--- src/rtl/rx_ctrl_pkg.sv ---
// Shared types and width helpers for the receive measurement sequencer.
// Imported by the sequencer top and its accumulator.
package rx_ctrl_pkg;

    localparam int DB_DW = 16;

    typedef enum logic [2:0] {
        IDLE,
        FLUSH,
        SETTLE,
        ACCUM,
        HOLD
    } seq_state_t;

    function automatic int cnt_width(input int max_val);
        return (max_val < 2) ? 1 : $clog2(max_val + 1);
    endfunction

    function automatic int sum_width(input int avg_log2);
        return DB_DW + avg_log2;
    endfunction

endpackage

--- src/rtl/rx_meas_accum.sv ---
// Window accumulator: running sum, peak and sample count over 2**AVG_LOG2
// dB results, registering the average and peak when the window completes.
module rx_meas_accum
    import rx_ctrl_pkg::*;
#(
    parameter int AVG_LOG2 = 4
) (
    input  logic             clk,
    input  logic             rst_n,
    input  logic             clear_i,
    input  logic             strobe_i,
    input  logic [DB_DW-1:0] data_i,
    output logic             done_o,
    output logic [DB_DW-1:0] avg_o,
    output logic [DB_DW-1:0] peak_o
);

    localparam int SW = sum_width(AVG_LOG2);
    localparam int CW = AVG_LOG2 + 1;
    localparam logic [CW-1:0] LAST = CW'((1 << AVG_LOG2) - 1);

    logic [SW-1:0]    sum_q, sum_d, sum_nx;
    logic [DB_DW-1:0] run_peak_q, run_peak_d, peak_nx;
    logic [CW-1:0]    cnt_q, cnt_d;
    logic [DB_DW-1:0] avg_q, avg_d;
    logic [DB_DW-1:0] peak_out_q, peak_out_d;
    logic             done;

    always_comb begin
        sum_nx  = sum_q + SW'(data_i);
        // First sample of a window seeds the peak regardless of prior value.
        peak_nx = (cnt_q == '0 || data_i > run_peak_q) ? data_i : run_peak_q;
        done    = strobe_i && !clear_i && (cnt_q == LAST);

        sum_d      = sum_q;
        run_peak_d = run_peak_q;
        cnt_d      = cnt_q;
        avg_d      = avg_q;
        peak_out_d = peak_out_q;

        if (clear_i) begin
            sum_d      = '0;
            run_peak_d = '0;
            cnt_d      = '0;
        end else if (strobe_i) begin
            if (done) begin
                avg_d      = sum_nx[AVG_LOG2 +: DB_DW];
                peak_out_d = peak_nx;
                sum_d      = '0;
                run_peak_d = '0;
                cnt_d      = '0;
            end else begin
                sum_d      = sum_nx;
                run_peak_d = peak_nx;
                cnt_d      = cnt_q + CW'(1);
            end
        end
    end

    always_ff @(posedge clk or negedge rst_n) begin
        if (!rst_n) begin
            sum_q      <= '0;
            run_peak_q <= '0;
            cnt_q      <= '0;
            avg_q      <= '0;
            peak_out_q <= '0;
        end else begin
            sum_q      <= sum_d;
            run_peak_q <= run_peak_d;
            cnt_q      <= cnt_d;
            avg_q      <= avg_d;
            peak_out_q <= peak_out_d;
        end
    end

    assign done_o = done;
    assign avg_o  = avg_q;
    assign peak_o = peak_out_q;

endmodule

--- src/rtl/rx_meas_sequencer.sv ---
// Receive measurement sequencer: flush, settle, accumulate and hold a dB
// measurement, with watchdog timeout and abort.
module rx_meas_sequencer
    import rx_ctrl_pkg::*;
#(
    parameter int FLUSH_CYCLES   = 32,
    parameter int SETTLE_COUNT   = 8,
    parameter int AVG_LOG2       = 4,
    parameter int TIMEOUT_CYCLES = 65535
) (
    input  logic             clk,
    input  logic             rst_n,
    input  logic             start_i,
    input  logic             continuous_i,
    input  logic             abort_i,
    output logic             dp_rst_o,
    output logic             dp_en_o,
    input  logic [DB_DW-1:0] db_i,
    input  logic             db_valid_i,
    output logic [DB_DW-1:0] meas_avg_o,
    output logic [DB_DW-1:0] meas_peak_o,
    output logic             meas_valid_o,
    input  logic             meas_ready_i,
    output logic             busy_o,
    output logic             timeout_o
);

    localparam int CNT_W = cnt_width(255);
    localparam int WD_W  = cnt_width((1 << 20) - 1);

    localparam logic [CNT_W-1:0] FLUSH_LAST  = CNT_W'(FLUSH_CYCLES - 1);
    localparam logic [CNT_W-1:0] SETTLE_LAST = CNT_W'(SETTLE_COUNT - 1);
    localparam logic [WD_W-1:0]  WD_LAST     = WD_W'(TIMEOUT_CYCLES - 1);

    localparam seq_state_t POST_FLUSH = (SETTLE_COUNT == 0) ? ACCUM : SETTLE;

    if (FLUSH_CYCLES < 1 || FLUSH_CYCLES > 255 ||
        SETTLE_COUNT < 0 || SETTLE_COUNT > 255 ||
        AVG_LOG2 < 0 || AVG_LOG2 > 8 ||
        TIMEOUT_CYCLES < 1 || TIMEOUT_CYCLES > (1 << 20) - 1) begin : g_param_err
        $error("rx_meas_sequencer: parameter out of range");
    end

    seq_state_t       state_q, state_d;
    logic [CNT_W-1:0] cnt_q, cnt_d;
    logic [WD_W-1:0]  wd_q, wd_d;
    logic             timeout_q, timeout_d;

    logic acc_clear;
    logic acc_strobe;
    logic acc_done;

    assign acc_clear  = (state_q != ACCUM);
    assign acc_strobe = (state_q == ACCUM) && db_valid_i && !abort_i;

    rx_meas_accum #(
        .AVG_LOG2 (AVG_LOG2)
    ) u_accum (
        .clk      (clk),
        .rst_n    (rst_n),
        .clear_i  (acc_clear),
        .strobe_i (acc_strobe),
        .data_i   (db_i),
        .done_o   (acc_done),
        .avg_o    (meas_avg_o),
        .peak_o   (meas_peak_o)
    );

    always_comb begin
        state_d   = state_q;
        cnt_d     = cnt_q;
        wd_d      = wd_q;
        timeout_d = timeout_q;

        if (abort_i) begin
            state_d = IDLE;
            cnt_d   = '0;
            wd_d    = '0;
        end else begin
            unique case (state_q)
                IDLE: begin
                    if (start_i) begin
                        state_d   = FLUSH;
                        cnt_d     = '0;
                        timeout_d = 1'b0;
                    end
                end
                FLUSH: begin
                    if (cnt_q == FLUSH_LAST) begin
                        state_d = POST_FLUSH;
                        cnt_d   = '0;
                        wd_d    = '0;
                    end else begin
                        cnt_d = cnt_q + CNT_W'(1);
                    end
                end
                SETTLE, ACCUM: begin
                    if (db_valid_i) begin
                        wd_d = '0;
                        if (state_q == SETTLE) begin
                            if (cnt_q == SETTLE_LAST) begin
                                state_d = ACCUM;
                                cnt_d   = '0;
                            end else begin
                                cnt_d = cnt_q + CNT_W'(1);
                            end
                        end else if (acc_done) begin
                            state_d = HOLD;
                        end
                    end else if (wd_q == WD_LAST) begin
                        // Stalled datapath: drop the window and flag it.
                        state_d   = IDLE;
                        timeout_d = 1'b1;
                        cnt_d     = '0;
                        wd_d      = '0;
                    end else begin
                        wd_d = wd_q + WD_W'(1);
                    end
                end
                HOLD: begin
                    if (meas_ready_i) begin
                        state_d = continuous_i ? POST_FLUSH : IDLE;
                        cnt_d   = '0;
                        wd_d    = '0;
                    end
                end
                default: begin
                    state_d = IDLE;
                end
            endcase
        end
    end

    always_ff @(posedge clk or negedge rst_n) begin
        if (!rst_n) begin
            state_q   <= IDLE;
            cnt_q     <= '0;
            wd_q      <= '0;
            timeout_q <= 1'b0;
        end else begin
            state_q   <= state_d;
            cnt_q     <= cnt_d;
            wd_q      <= wd_d;
            timeout_q <= timeout_d;
        end
    end

    assign dp_rst_o     = (state_q == IDLE) || (state_q == FLUSH);
    assign dp_en_o      = (state_q == SETTLE) || (state_q == ACCUM);
    assign meas_valid_o = (state_q == HOLD);
    assign busy_o       = (state_q != IDLE);
    assign timeout_o    = timeout_q;

endmodule

--- config.mk ---
export PLATFORM = sky130hd
export DESIGN_NAME = rx_meas_sequencer
export DESIGN_NICKNAME = d
export VERILOG_FILES = /design/src/rtl/rx_ctrl_pkg.sv /design/src/rtl/rx_meas_accum.sv /design/src/rtl/rx_meas_sequencer.sv
export SDC_FILE = /design/constraint.sdc
export NUM_CORES = 1
export LEC_CHECK = 0
export ABC_AREA = 1
export CAP_MARGIN = 20
export CORE_MARGIN = 2
export CORE_UTILIZATION = 45
export CTS_CLUSTER_SIZE = 16
export DETAILED_ROUTE_END_ITERATION = 16
export PLACE_DENSITY = 0.69
export SYNTH_ARGS = -nofsm -noshare
export SYNTH_HDL_FRONTEND = slang
export SYNTH_HIERARCHICAL = 1
export SYNTH_SLANG_ARGS = --single-unit
export TNS_END_PERCENT = 20
--- constraint.sdc ---
create_clock -name clk -period 2.4 [get_ports clk]
set_input_delay 0.6 -clock clk [delete_from_list [all_inputs] [get_ports clk]]
set_output_delay 0.6 -clock clk [all_outputs]
set_load 0.005 [all_outputs]
==> results.sh, run 1 <==
export IMPL_synthesis_nets=999
export IMPL_fin_tns_setup_ns=0
export IMPL_yosysTopAreaCell="dfrtp_1"
export IMPL_viasPerCell=5.10
export IMPL_worst_clock_skew_ns=0.00492
export IMPL_drive_gt1_frac=0.153
export IMPL_yosysSeqAreaShare=0.383
export IMPL_synthTopCellsByCount="306 x nand2_1, 113 x nand3_1, 105 x dfrtp_1"
export IMPL_grtUsageTotal=0.221
export IMPL_regArea_um2=2630
export IMPL_p_per_area_nw_per_um2=503
export IMPL_htree_num_levels=3
export IMPL_path_max_fanout=6
export IMPL_synthArstFlopShare=1.00
export IMPL_leakage_nw=4.28
export IMPL_dp_slack_ns=-0.375
export IMPL_yosys_register_bits=105
export IMPL_ys_types=47
export IMPL_fillers=1378
export IMPL_dr_pass1_iters=5
export IMPL_cp_arrival_ns=1.75
export IMPL_rr_endpoint="state_q[1]"
export IMPL_drtIter0Drc=428
export IMPL_start_util=0.457
export IMPL_avgSynthCellArea_um2=7.32
export IMPL_slew_violations=0
export IMPL_placed_cell_area_um2=8240
export IMPL_clk_pin_slew_ns=0.07
export IMPL_relSlewSlack=0.736
export IMPL_die_height_um=128
export IMPL_drc_errors=0
export IMPL_nets=1127
export IMPL_crit_path_end_kind="output pin"
export IMPL_start_kind="flop"
export IMPL_drtAntennaViolNets=0
export IMPL_grt_overflow=0
export IMPL_synthFlopType="dfrtp_1"
export IMPL_antenna_found_initial=0
export IMPL_clkLatencyLatePin_ns=0.36
export IMPL_crit_reg2reg_launch="state_q[1]"
export IMPL_grt_max_degree=54
export IMPL_synth_edf_count=0
export IMPL_gp_congestion=0.954
export IMPL_clockRootBuffer="clkbuf_16"
export IMPL_wl_mm=17.2
export IMPL_yosysMostFrequentCell="nand2_1"
export IMPL_synth_area_top_cells="dfrtp_1 38%, nand2_1 17%, nand3_1 8.2%"
export IMPL_required_ns=1.80
export IMPL_multiInputGateArea_um2=3790
export IMPL_fin_ws_ns=0.0474
export IMPL_dr_total_vias=6417
export IMPL_hold_violations=0
export IMPL_synth_top_cell_area_share=0.383
export IMPL_fin_crit_sh=0.980
export IMPL_setup_viol=0
export IMPL_fin_area_um2=8600
export IMPL_cts_sinks=105
export IMPL_maxCapViolCount=0
export IMPL_wl_per_cell_um=13.7
export IMPL_final_min_clock_period_ns=2.35
export IMPL_dp_hpwl_mm=12.9
export IMPL_clockBufferDepth=2
export IMPL_syn_area_um2=6870
export IMPL_grt_first_pass_wirelength_mm=29.0
export IMPL_fmax_mhz=425
export IMPL_cts_hold_buf=0
export IMPL_coreArea_um2=15000
export IMPL_io_buffer_count=59
export IMPL_cp_startpoint="state_q[1]"
export IMPL_io_pins=60
export IMPL_die_x_um=128
export IMPL_hold_path_class="in2async"
export IMPL_numCtsBuffers=9
export IMPL_ff2ff_path_depth=15
export IMPL_diodes=0
export IMPL_critPathKind="reg2out"
export IMPL_postSynthCellCount=938
export IMPL_dieArea_um2=16300
export IMPL_status="complete, no violations"
export IMPL_reg2reg_slack_ns=0.37
export IMPL_worst_pin_slew_ns=0.392
export IMPL_rows=45
export IMPL_cts_tree="yes"
export IMPL_grt_pass1_vias=6111
export IMPL_peakVddDrop_mv=0.380
export IMPL_yosys_warnings=6
export IMPL_area_growth_syn_to_layout_pct=25.3
layout make-up:
cell class	instances	share of cell area
Clock buffer	11	0.0294
Timing Repair Buffer	139	0.150
Sequential cell	105	0.306
Inverter	97	0.0423
Multi-Input combinational cell	714	0.441
Tap cell	188	0.0273
Clock inverter	5	0.00436
report_power, final:
| part | total (mW) | internal (mW) | switching, mW | leakage, nW |
|---|---|---|---|---|
| sequential | 1.85 | 1.80 | 0.0519 | 1.46 |
| combinational | 1.02 | 0.419 | 0.603 | 2.68 |
| clock | 1.46 | 0.767 | 0.694 | 0.139 |
sequential cells by signal (all words and copies together), names as in the netlist:
| register | flops |
|---|---|
| timeout_o | 1 |
| u_accum/cnt_q | 5 |
| u_accum/run_peak_q | 16 |
| wd_q | 20 |
| u_accum/sum_q | 20 |
| u_accum/peak_o | 16 |
| u_accum/avg_o | 16 |
| cnt_q | 8 |
| state_q | 3 |
critical path, stage by stage (launching register included):
cell,delay [ns]
dfrtp_2,0.48
nor2_2,0.18
nand2_1,0.15
nand2_1,0.09
clkdlybuf4s50_1,0.49
kinds of logic after synthesis:
| kind of cell | count (synthesis) | share of synthesized area |
|---|---|---|
| fa+ha+maj | 38 | 0.0703 |
| flops | 105 | 0.383 |
| buf+inv | 119 | 0.0725 |
| compound gates | 90 | 0.0791 |
| xor+xnor | 17 | 0.0217 |
| simple gates | 569 | 0.374 |
cells in the final DEF, fill, tap and decap left out, types with 13 or more instances in the layout:
master             n
a21oi_1           23
buf_4             73
clkdlybuf4s50_1   56
dfrtp_1          103
ha_1              35
inv_1             89
nand2_1          304
nand2_2           13
nand3_1          112
nand4_1           19
nor2_1            79
o21ai_0           29
metal layers:
layer	track usage	up-vias	wire [µm]
li1	-	3286	-
met1	0.308	2991	8310
met2	0.361	123	7980
met3	0.0381	17	733
met5	0	-	0
met4	0.0485	0	201
through the flow:
step,cells,util,power (mW),hold slack [ns]
after floorplan,938,-,2.39,0.304
after global placement,1240,0.548,2.83,0.464
after detailed placement,1240,0.548,2.84,0.465
after CTS,1256,0.567,4.31,0.0820
after global routing,1259,0.572,4.55,0.0919
final,1259,0.572,4.33,0.0866
timing repair:
| action | CTS | global route |
|---|---|---|
| buffers inserted | 0 | 3 |
| resized for setup | 2 | 15 |
| pin swaps | 0 | 3 |
| setup endpoints to repair | 2 | 38 |
worst max-delay path by stage:
stage	to	slack [ns]	cells past startpoint
floorplan	state_q[1]	0.13	14
global placement	u_accum/avg_o[12]	-0.33	16
detailed placement	u_accum/avg_o[12]	-0.37	16
CTS	dp_rst_o	0.02	4
global route	dp_rst_o	-0.02	5
finish	dp_rst_o	0.05	4
(Power assumes the default switching activity.)
==> inputs of run 2 (changes only) <==
--- a/config.mk
+++ b/config.mk
@@ -7,7 +7,7 @@
 export LEC_CHECK = 0
 export ABC_AREA = 1
 export CAP_MARGIN = 20
-export CORE_MARGIN = 2
+export CORE_MARGIN = 3
 export CORE_UTILIZATION = 45
 export CTS_CLUSTER_SIZE = 16
 export DETAILED_ROUTE_END_ITERATION = 16
==> run 2 against run 1 <==
Effect of this change:
- hold slack better by 0.089 ns
- non-clock buffer count down 2
- power down 0.48%
- sequential power about the same
- clock-buffer cell count down 1
- clock skew up 0.0058 ns
- critical path type unchanged
==> results.sh, run 2 (same netlist as run 1, synthesis figures left out) <==
export IMPL_crit_reg2reg_launch="state_q[2]"
export IMPL_worst_clock_skew_ns=0.0107
export IMPL_diodes=0
export IMPL_swShare=0.311
export IMPL_dp_hpwl_mm=12.9
export IMPL_rr_endpoint="state_q[0]"
export IMPL_critPathBufInv=3
export IMPL_numCtsBuffers=9
export IMPL_fin_cells=1253
export IMPL_required_ns=1.80
export IMPL_grt_first_pass_wirelength_mm=29.0
export IMPL_io_buffer_count=59
export IMPL_start_kind="flop"
export IMPL_final_min_clock_period_ns=2.31
export IMPL_fin_area_um2=8560
export IMPL_cp_top_family="buffers and inverters"
export IMPL_peakVddDrop_mv=0.342
export IMPL_grt_max_degree=41
export IMPL_status="complete, no violations"
export IMPL_grt_pass1_vias=6053
export IMPL_top_regs="u_accum/sum_q x20, wd_q x20"
export IMPL_io_pins=60
export IMPL_dr_pass1_iters=5
export IMPL_worst_pin_slew_ns=0.425
export IMPL_drtAntennaViolNets=0
export IMPL_dr_total_vias=6473
export IMPL_start_util=0.465
export IMPL_cp_cell_sequence="inv_2 -> nor3_4 -> inv_1 -> nand2_1 -> clkdlybuf4s50_1"
export IMPL_cp_arrival_ns=1.71
export IMPL_mostFrequentLayoutCells="303 x nand2_1, 113 x nand3_1, 103 x dfrtp_1"
export IMPL_placed_cell_area_um2=8220
export IMPL_path_depth=5
export IMPL_leakage_nw=4.29
export IMPL_fmax_mhz=433
export IMPL_dp_slack_ns=-0.387
export IMPL_die_height_um=130
export IMPL_fin_ws_ns=0.0913
export IMPL_nets=1125
export IMPL_drc_errors=0
export IMPL_ff2ff_path_depth=14
export IMPL_area_growth_syn_to_layout_pct=24.6
export IMPL_hold_violations=0
export IMPL_relSlewSlack=0.717
export IMPL_wl_per_cell_um=13.8
export IMPL_critPathKind="reg2out"
export IMPL_coreArea_um2=14800
export IMPL_dp_cells=1235
export IMPL_grtUsageTotal=0.215
export IMPL_p_int_mw=2.97
export IMPL_p_clk_frac=0.334
export IMPL_clockBufferDepth=2
export IMPL_htree_num_levels=3
export IMPL_maxCapViolCount=0
export IMPL_clkLatencyLatePin_ns=0.36
export IMPL_slew_violations=0
export IMPL_clk_pin_slew_ns=0.07
export IMPL_p_switching_mw=1.34
export IMPL_final_common_cell="nand2_1"
export IMPL_die_x_um=130
export IMPL_hold_path_class="in2async"
export IMPL_p_per_area_nw_per_um2=504
export IMPL_cts_sinks=105
export IMPL_antenna_found_initial=0
export IMPL_rows=44
export IMPL_power_frac_comb=0.238
export IMPL_cts_hold_buf=0
export IMPL_grt_overflow=0
export IMPL_drive_gt1_frac=0.149
export IMPL_power_mw=4.31
export IMPL_cp_slowest_stage_delay_ns=0.49
export IMPL_fillers=1378
export IMPL_cts_tree="yes"
export IMPL_clockRootBuffer="clkbuf_16"
export IMPL_drtIter0Drc=511
export IMPL_viasPerCell=5.17
export IMPL_fin_crit_sh=0.962
export IMPL_wl_mm=17.3
export IMPL_cpMaxStageDelayCell="clkdlybuf4s50_1"
export IMPL_crit_path_end_kind="output pin"
export IMPL_dieArea_um2=16800
export IMPL_path_max_fanout=7
export IMPL_seqPwrFrac=0.428
export IMPL_reg2reg_slack_ns=0.35
export IMPL_setup_viol=0
export IMPL_fin_tns_setup_ns=0
export IMPL_gp_congestion=0.965
run 2: repair_timing:
action | in CTS | in global routing
gates resized for setup | 1 | 14
pin swaps | 0 | 2
endpoints found under the setup margin | 1 | 22
buffers inserted | 0 | 2
run 2: stage by stage:
stage | util | hold slack (ns)
5_1_grt | 0.580 | 0.198
6_report | 0.580 | 0.175
4_1_cts | 0.576 | 0.187
3_3_place_gp | 0.557 | 0.463
2_1_floorplan | - | 0.304
3_5_place_dp | 0.557 | 0.465
run 2: how the worst max path moves through the flow:
stage / startpoint / to / slack, ns
after floorplan: abort_i / state_q[1] / 0.13
after global placement: db_i[0] / u_accum/avg_o[12] / -0.35
after detailed placement: db_i[0] / u_accum/avg_o[12] / -0.39
after CTS: db_i[0] / u_accum/avg_o[12] / 0.0007
after global routing: db_i[2] / u_accum/avg_o[11] / -0.03
final: state_q[0] / dp_rst_o / 0.09
run 2: layout make-up:
type                    count  area (µm²)  share of cell area
multi-input cells         714        3770               0.440
well taps                 184         230              0.0269
clock inverters             6        41.3             0.00482
repair buffers            137        1280               0.150
flip-flops and latches    105        2630               0.307
clock buffers              10         239              0.0279
inverters                  97         364              0.0425
run 2: metal layers:
metal | GRT usage | up-vias | share of wire
met5 | 0 | - | 0
met4 | 0.0678 | 0 | 0.016
met3 | 0.0264 | 17 | 0.040
met2 | 0.326 | 127 | 0.44
met1 | 0.321 | 3035 | 0.50
li1 | - | 3294 | -
run 2: power by group through the flow:
stage	registers [mW]	logic [mW]	clock network (mW)
global route	1.85	1.15	1.54
detailed placement	1.87	1.01	0
global placement	1.87	1.01	0
floorplan	1.86	0.534	0
finish	1.85	1.03	1.44
CTS	1.84	1.02	1.47
==> inputs of run 3 (changes only) <==
--- a/config.mk
+++ b/config.mk
@@ -9,6 +9,7 @@
 export CAP_MARGIN = 20
 export CORE_MARGIN = 3
 export CORE_UTILIZATION = 45
+export CTS_CLUSTER_DIAMETER = 200
 export CTS_CLUSTER_SIZE = 16
 export DETAILED_ROUTE_END_ITERATION = 16
 export PLACE_DENSITY = 0.69
==> results of run 3 <==
No change in the layout: final DEF, timing and power equal those of run 2.
==> variant 1: new RTL, flow settings as in run 2 <==
One comparison of `cnt_q` changes from == to >=.
--- a/src/rtl/rx_meas_sequencer.sv
+++ b/src/rtl/rx_meas_sequencer.sv
@@ -98,7 +98,7 @@
                     if (db_valid_i) begin
                         wd_d = '0;
                         if (state_q == SETTLE) begin
-                            if (cnt_q == SETTLE_LAST) begin
+                            if (cnt_q >= SETTLE_LAST) begin
                                 state_d = ACCUM;
                                 cnt_d   = '0;
                             end else begin
Function: no difference found for any inputs over 10 cycles, from zero or initial values and one cycle with rst_n low; that may be too few to reach the edited logic, so the function may still have changed.
==> variant 1 against run 2 <==
Sequential cell count unchanged. Area after synthesis grew 0.35%. Largest cell class unchanged. Die area rose by 0.33%. Wire length grew 1.4%. Highest routed layer unchanged. Setup slack improved by 0.97 ps. Non-clock buffer count down 8. Final area about the same. Total power decreased by 2.4%. Register-to-register slack got worse by 60 ps.
==> variant 1: results (changes against run 2) <==
Placement
  • Number of port buffers: 59 (unchanged)
  • Area after DPL: 0.00819 mm² (-0.47%)
  • Final Wtd Congestion: 0.893 (-7.5%)
  • Pre-CTS WS: -307 ps (+80.4 ps)
  • HPWL Detailed: 13000 µm (+0.73%)

Detailed routing
  • DRT iter0 DRCs: 529 (+3.5%)
  • Vias per cell: 5.10 (-1.3%)
  • Wirelength per Cell: 14.1 µm (+2.3%)
  • Drt pass-1 iters: 6 (+1)

Cells and area
  • Fin nets: 1115 (-0.89%)
  • Filler cells: 1389 (+0.80%)
  • Share of cells above drive strength 1: 14.9% (+0.060 points)
  • Post-Layout Cell Count: 1242 (-0.88%)
  • Biggest regs: u_accum/sum_q (20), wd_q (20)
  • Ant. Diodes: 0 (unchanged)

Setup path
  • Worst-path maximum fanout: 6 (-1)
  • Worst R2R Start: state_q[2]
  • Worst reg-to-reg path cell count: 16 (+2)
  • CP Launch Point: state_q[0]
  • Crit path to: meas_valid_o
  • Worst r2r dst: state_q[0]
  • CP max-delay cell: clkdlybuf4s50_1
  • FF-to-FF setup slack: 290 ps (-60 ps)
  • Slowest cell delay on critical path: 500 ps
  • Arrival time worst endpoint: 1710 ps (about the same)

Synth
  • Yosys cell types: 44 (-6.4%)
  • Syn Nets: 997 (-0.20%)
  • Top cells by area, synth: dfrtp_1 (38%), nand2_1 (16%), nand3_1 (8.1%)
  • Main synth FF type: dfrtp_1
  • Syn Area/Cell: 7.36 µm² (+0.56%)
  • Register area share after synthesis: 38.1% (-0.13 points)
  • Post-synth top cells: nand2_1 (298), nand3_1 (112), dfrtp_1 (105), inv_1 (103), nor2_1 (70)

Timing
  • Slew @ Worst Pin: 440 ps (+15.5 ps)
  • Clk_skew: 8.55 ps (-2.18 ps)
  • Tmin final: 2310 ps (-0.968 ps)

GRT
  • Total grt overflow: 0 (unchanged)
  • Global-route usage over all layers: 21.8% (+0.34 points)
  • Vias in the first global route: 6080 (+0.45%)
  • Largest net degree at the start of global routing: 41 (unchanged)
  • Initial antenna violation count: 0 (unchanged)
  • Global-route wire length before repair: 29600 µm (+2.0%)

CTS
  • Number of H-tree levels: 3 (unchanged)
  • Clk buf depth: 2 (unchanged)
  • Cts bufs inserted: 9 (unchanged)
  • Worst-path clk slew: 70 ps (about the same)
  • Post-CTS Repair Setup Buffers: 0 (unchanged)
  • Clk_lat worst skew: 360 ps (about the same)
  • Root buf cell: clkbuf_16
  • Post-CTS sizing: 0 (-1)

Power and ir drop
  • Worst-case vdd ir drop: 0.373 mV (+9.0%)
  • Leak Pwr: 4.34 nW (+0.98%)

Worst hold path
  • Worst hold path type: in2async

Run status
  • Status: completed
==> variant 1: changes by cell type after synthesis, moves of 5 or more <==
cell	before	now
a21oi_1	23	30
inv_1	92	103
nand2_1	306	298
nand3_2	1	13
nor2_1	82	70
o21ai_2	8	3
==> variant 1: how the worst min path moves through the flow <==
stage | slack, ps | to | start
floorplan | 300 | cnt_q[0] | rst_n
global placement | 460 | u_accum/run_peak_q[13] | u_accum/run_peak_q[13]
detailed placement | 460 | u_accum/peak_o[6] | u_accum/peak_o[6]
CTS | 190 | cnt_q[0] | rst_n
global route | 200 | wd_q[14] | rst_n
finish | 180 | cnt_q[3] | rst_n
==> variant 1: final cells by class <==
class	count	area (µm²)	area share (%)
inverter	111	437	5.10
timing repair buffer	129	1230	14.3
tap	184	230	2.69
clock inverter	4	52.6	0.614
sequential	105	2630	30.7
multi-input combinational	698	3730	43.6
clock buffer	11	253	2.95
==> variant 1: power by group <==
part | leakage, nW | total (W) | internal (W) | switching (W)
Clock | 0.140 | 0.00154 | 0.000861 | 0.000681
Combinational | 2.73 | 0.000839 | 0.000323 | 0.000515
Sequential | 1.46 | 0.00183 | 0.00179 | 0.0000376
==> variant 1: cell families after synthesis <==
group	count (synthesis)	share of synthesized area, %
adders and majority gates	38	7.01
xor gates and xnor gates	16	2.03
and+or+nand+nor	555	36.9
AOI/OAI and AO/OA	89	7.50
buffers and inverters	133	8.46
DFF	105	38.1
==> variant 1: critical path: cells and delay by family, from the launching register on <==
family	cells	cell delay (ps)
DFF	1	470
and+or+nand+nor	2	310
buffers and inverters	2	580
==> variant 1: through the flow <==
step	utilization (%)	power, W
global placement	55.5	0.00268
global route	58.0	0.00441
floorplan	-	0.00237
CTS	57.5	0.00425
detailed placement	55.5	0.00269
finish	58.0	0.00421
==> variant 1: layer usage <==
layer	track usage [%]	vias to the layer above	part of all wire (%)	wire (µm)
li1	-	3250	-	-
met1	31.5	2925	49	8590
met2	34.2	143	45	7910
met3	4.42	17	4.8	841
met4	4.65	0	1.1	191
met5	0	-	0	0
==> variant 2: new RTL, settings of run 2 <==
Made on the original files. The package constant `DB_DW` goes from 16 to 20.
--- a/src/rtl/rx_ctrl_pkg.sv
+++ b/src/rtl/rx_ctrl_pkg.sv
@@ -2,7 +2,7 @@
 // Imported by the sequencer top and its accumulator.
 package rx_ctrl_pkg;
 
-    localparam int DB_DW = 16;
+    localparam int DB_DW = 20;
 
     typedef enum logic [2:0] {
         IDLE,
Interface: changed (resized db_i, meas_avg_o and meas_peak_o); port bits go from 60 to 72. No check against the original RTL was run, so the function may have changed too.
==> variant 2 against run 2 <==
Critical path type unchanged. Clock power is 99% higher. Highest routed layer unchanged. Total power up 43%. Maximum frequency shrank 3.0%. Area after synthesis rose by 19%. Count of clock-buffer cells in the layout increased by 9. Setup slack worse by 72 ps. Utilization up 3.0 points. Wire length grew 29%. Final area increased by 25%. Global-route usage increased by 1.9 points. Sequential power rose by 14%. Sequential cell count increased by 16.
==> variant 2: results (changes against run 2) <==
Run status
  • Status: completed

Timing
  • Tmin final: 2380 ps (+71.8 ps)
  • Clk_skew: 11.0 ps (+0.306 ps)
  • Final hold slack: 79.6 ps (-95.5 ps)

Synth
  • Top cells by area, synth: dfrtp_1 (37%), nand2_1 (17%), nand3_1 (7.6%)
  • Syn Nets: 1194 (+20%)
  • XOR/XNOR Fraction of Synth Area: 2.14% (-0.032 points)
  • Post-synth top cells: nand2_1 (363), nand3_1 (124), dfrtp_1 (121), inv_1 (117), nor2_1 (89)
  • Adder-cell share of the synthesized area: 7.11% (+0.078 points)
  • Synth Area in Compound Gates: 7.71% (-0.20 points)

Power and ir drop
  • Worst-case vdd ir drop: 0.592 mV (+73%)
  • Clk pwr: 0.00287 W (+99%)
  • Seq power: 0.00210 W (+14%)
  • Net Sw Frac: 27.8% (-3.3 points)

GRT
  • Global-route wire length before repair: 37500 µm (+29%)
  • Vias in the first global route: 7672 (+27%)
  • Largest net degree at the start of global routing: 45 (+9.8%)

Detailed routing
  • Wirelength per Cell: 14.6 µm (+5.9%)
  • DR vias: 7768 (+20%)
  • DRT iter0 DRCs: 497 (-2.7%)

Cells and area
  • Filler cells: 1594 (+16%)

Placement
  • Final Wtd Congestion: 0.949 (-1.7%)
  • Pre-CTS WS: -390 ps (-2.16 ps)

Setup path
  • FF-to-FF setup slack: 290 ps (-60 ps)
  • Worst-path maximum fanout: 5 (-2)
  • Worst r2r dst: state_q[1]
  • Arrival time worst endpoint: 1780 ps (+70 ps)

CTS
  • Post-CTS sizing: 9 (+8)
  • Clk_lat worst skew: 430 ps (+70 ps)
  • Cts bufs inserted: 17 (+8)
variant 2: changes by cell type after synthesis, sizes merged, moves of 8 or more:
cell   change
a21oi     +12
dfrtp     +16
ha         +8
inv       +30
nand2     +69
nand3     +16
nand4      +8
nor2       +9
variant 2: worst max-delay path, delay by kind of cell (launching register included):
family	cells	cell delay (ps)
buf+inv	2	670
flops	1	380
simple gates	3	300
variant 2: layer usage:
layer,track usage [%],part of all wire (%),vias up
li1,-,-,3956
met1,29.9,45,3595
met2,39.5,48,181
met3,4.72,4.9,36
met4,8.01,2.2,0
met5,0,0,-
variant 2: worst max path at each step:
stage,endpoint,start,cells past startpoint
2_1_floorplan,state_q[1],state_q[1],17
3_3_place_gp,u_accum/sum_q[4],db_valid_i,9
3_5_place_dp,u_accum/sum_q[5],db_valid_i,9
4_1_cts,dp_rst_o,state_q[1],5
5_1_grt,dp_rst_o,state_q[1],5
6_report,dp_rst_o,state_q[1],5
variant 2: cell families after synthesis:
family,Yosys count
AND/OR/NAND/NOR,672
buffers and inverters,155
flip-flops,121
AO/OA/AOI/OAI,107
adder cells (fa/ha/maj),46
XOR/XNOR,20
variant 2: final cells by class:
type	count	share of cell area, %
clock buffer	19	4.14
clock inverter	13	2.04
multi-input combinational	845	42.9
tap	225	2.63
timing repair buffer	181	15.5
sequential	121	28.3
inverter	126	4.42
variant 2: through the flow:
stage / instance area (µm²) / std cells / power, W / setup TNS (ps)
2_1_floorplan: 8210 / 1121 / 0.00272 / -0.786
3_3_place_gp: 9910 / 1495 / 0.00323 / -25230
3_5_place_dp: 9910 / 1495 / 0.00324 / -26580
4_1_cts: 10600 / 1529 / 0.00619 / -3.52
5_1_grt: 10700 / 1530 / 0.00641 / -79.6
6_report: 10700 / 1530 / 0.00615 / 0
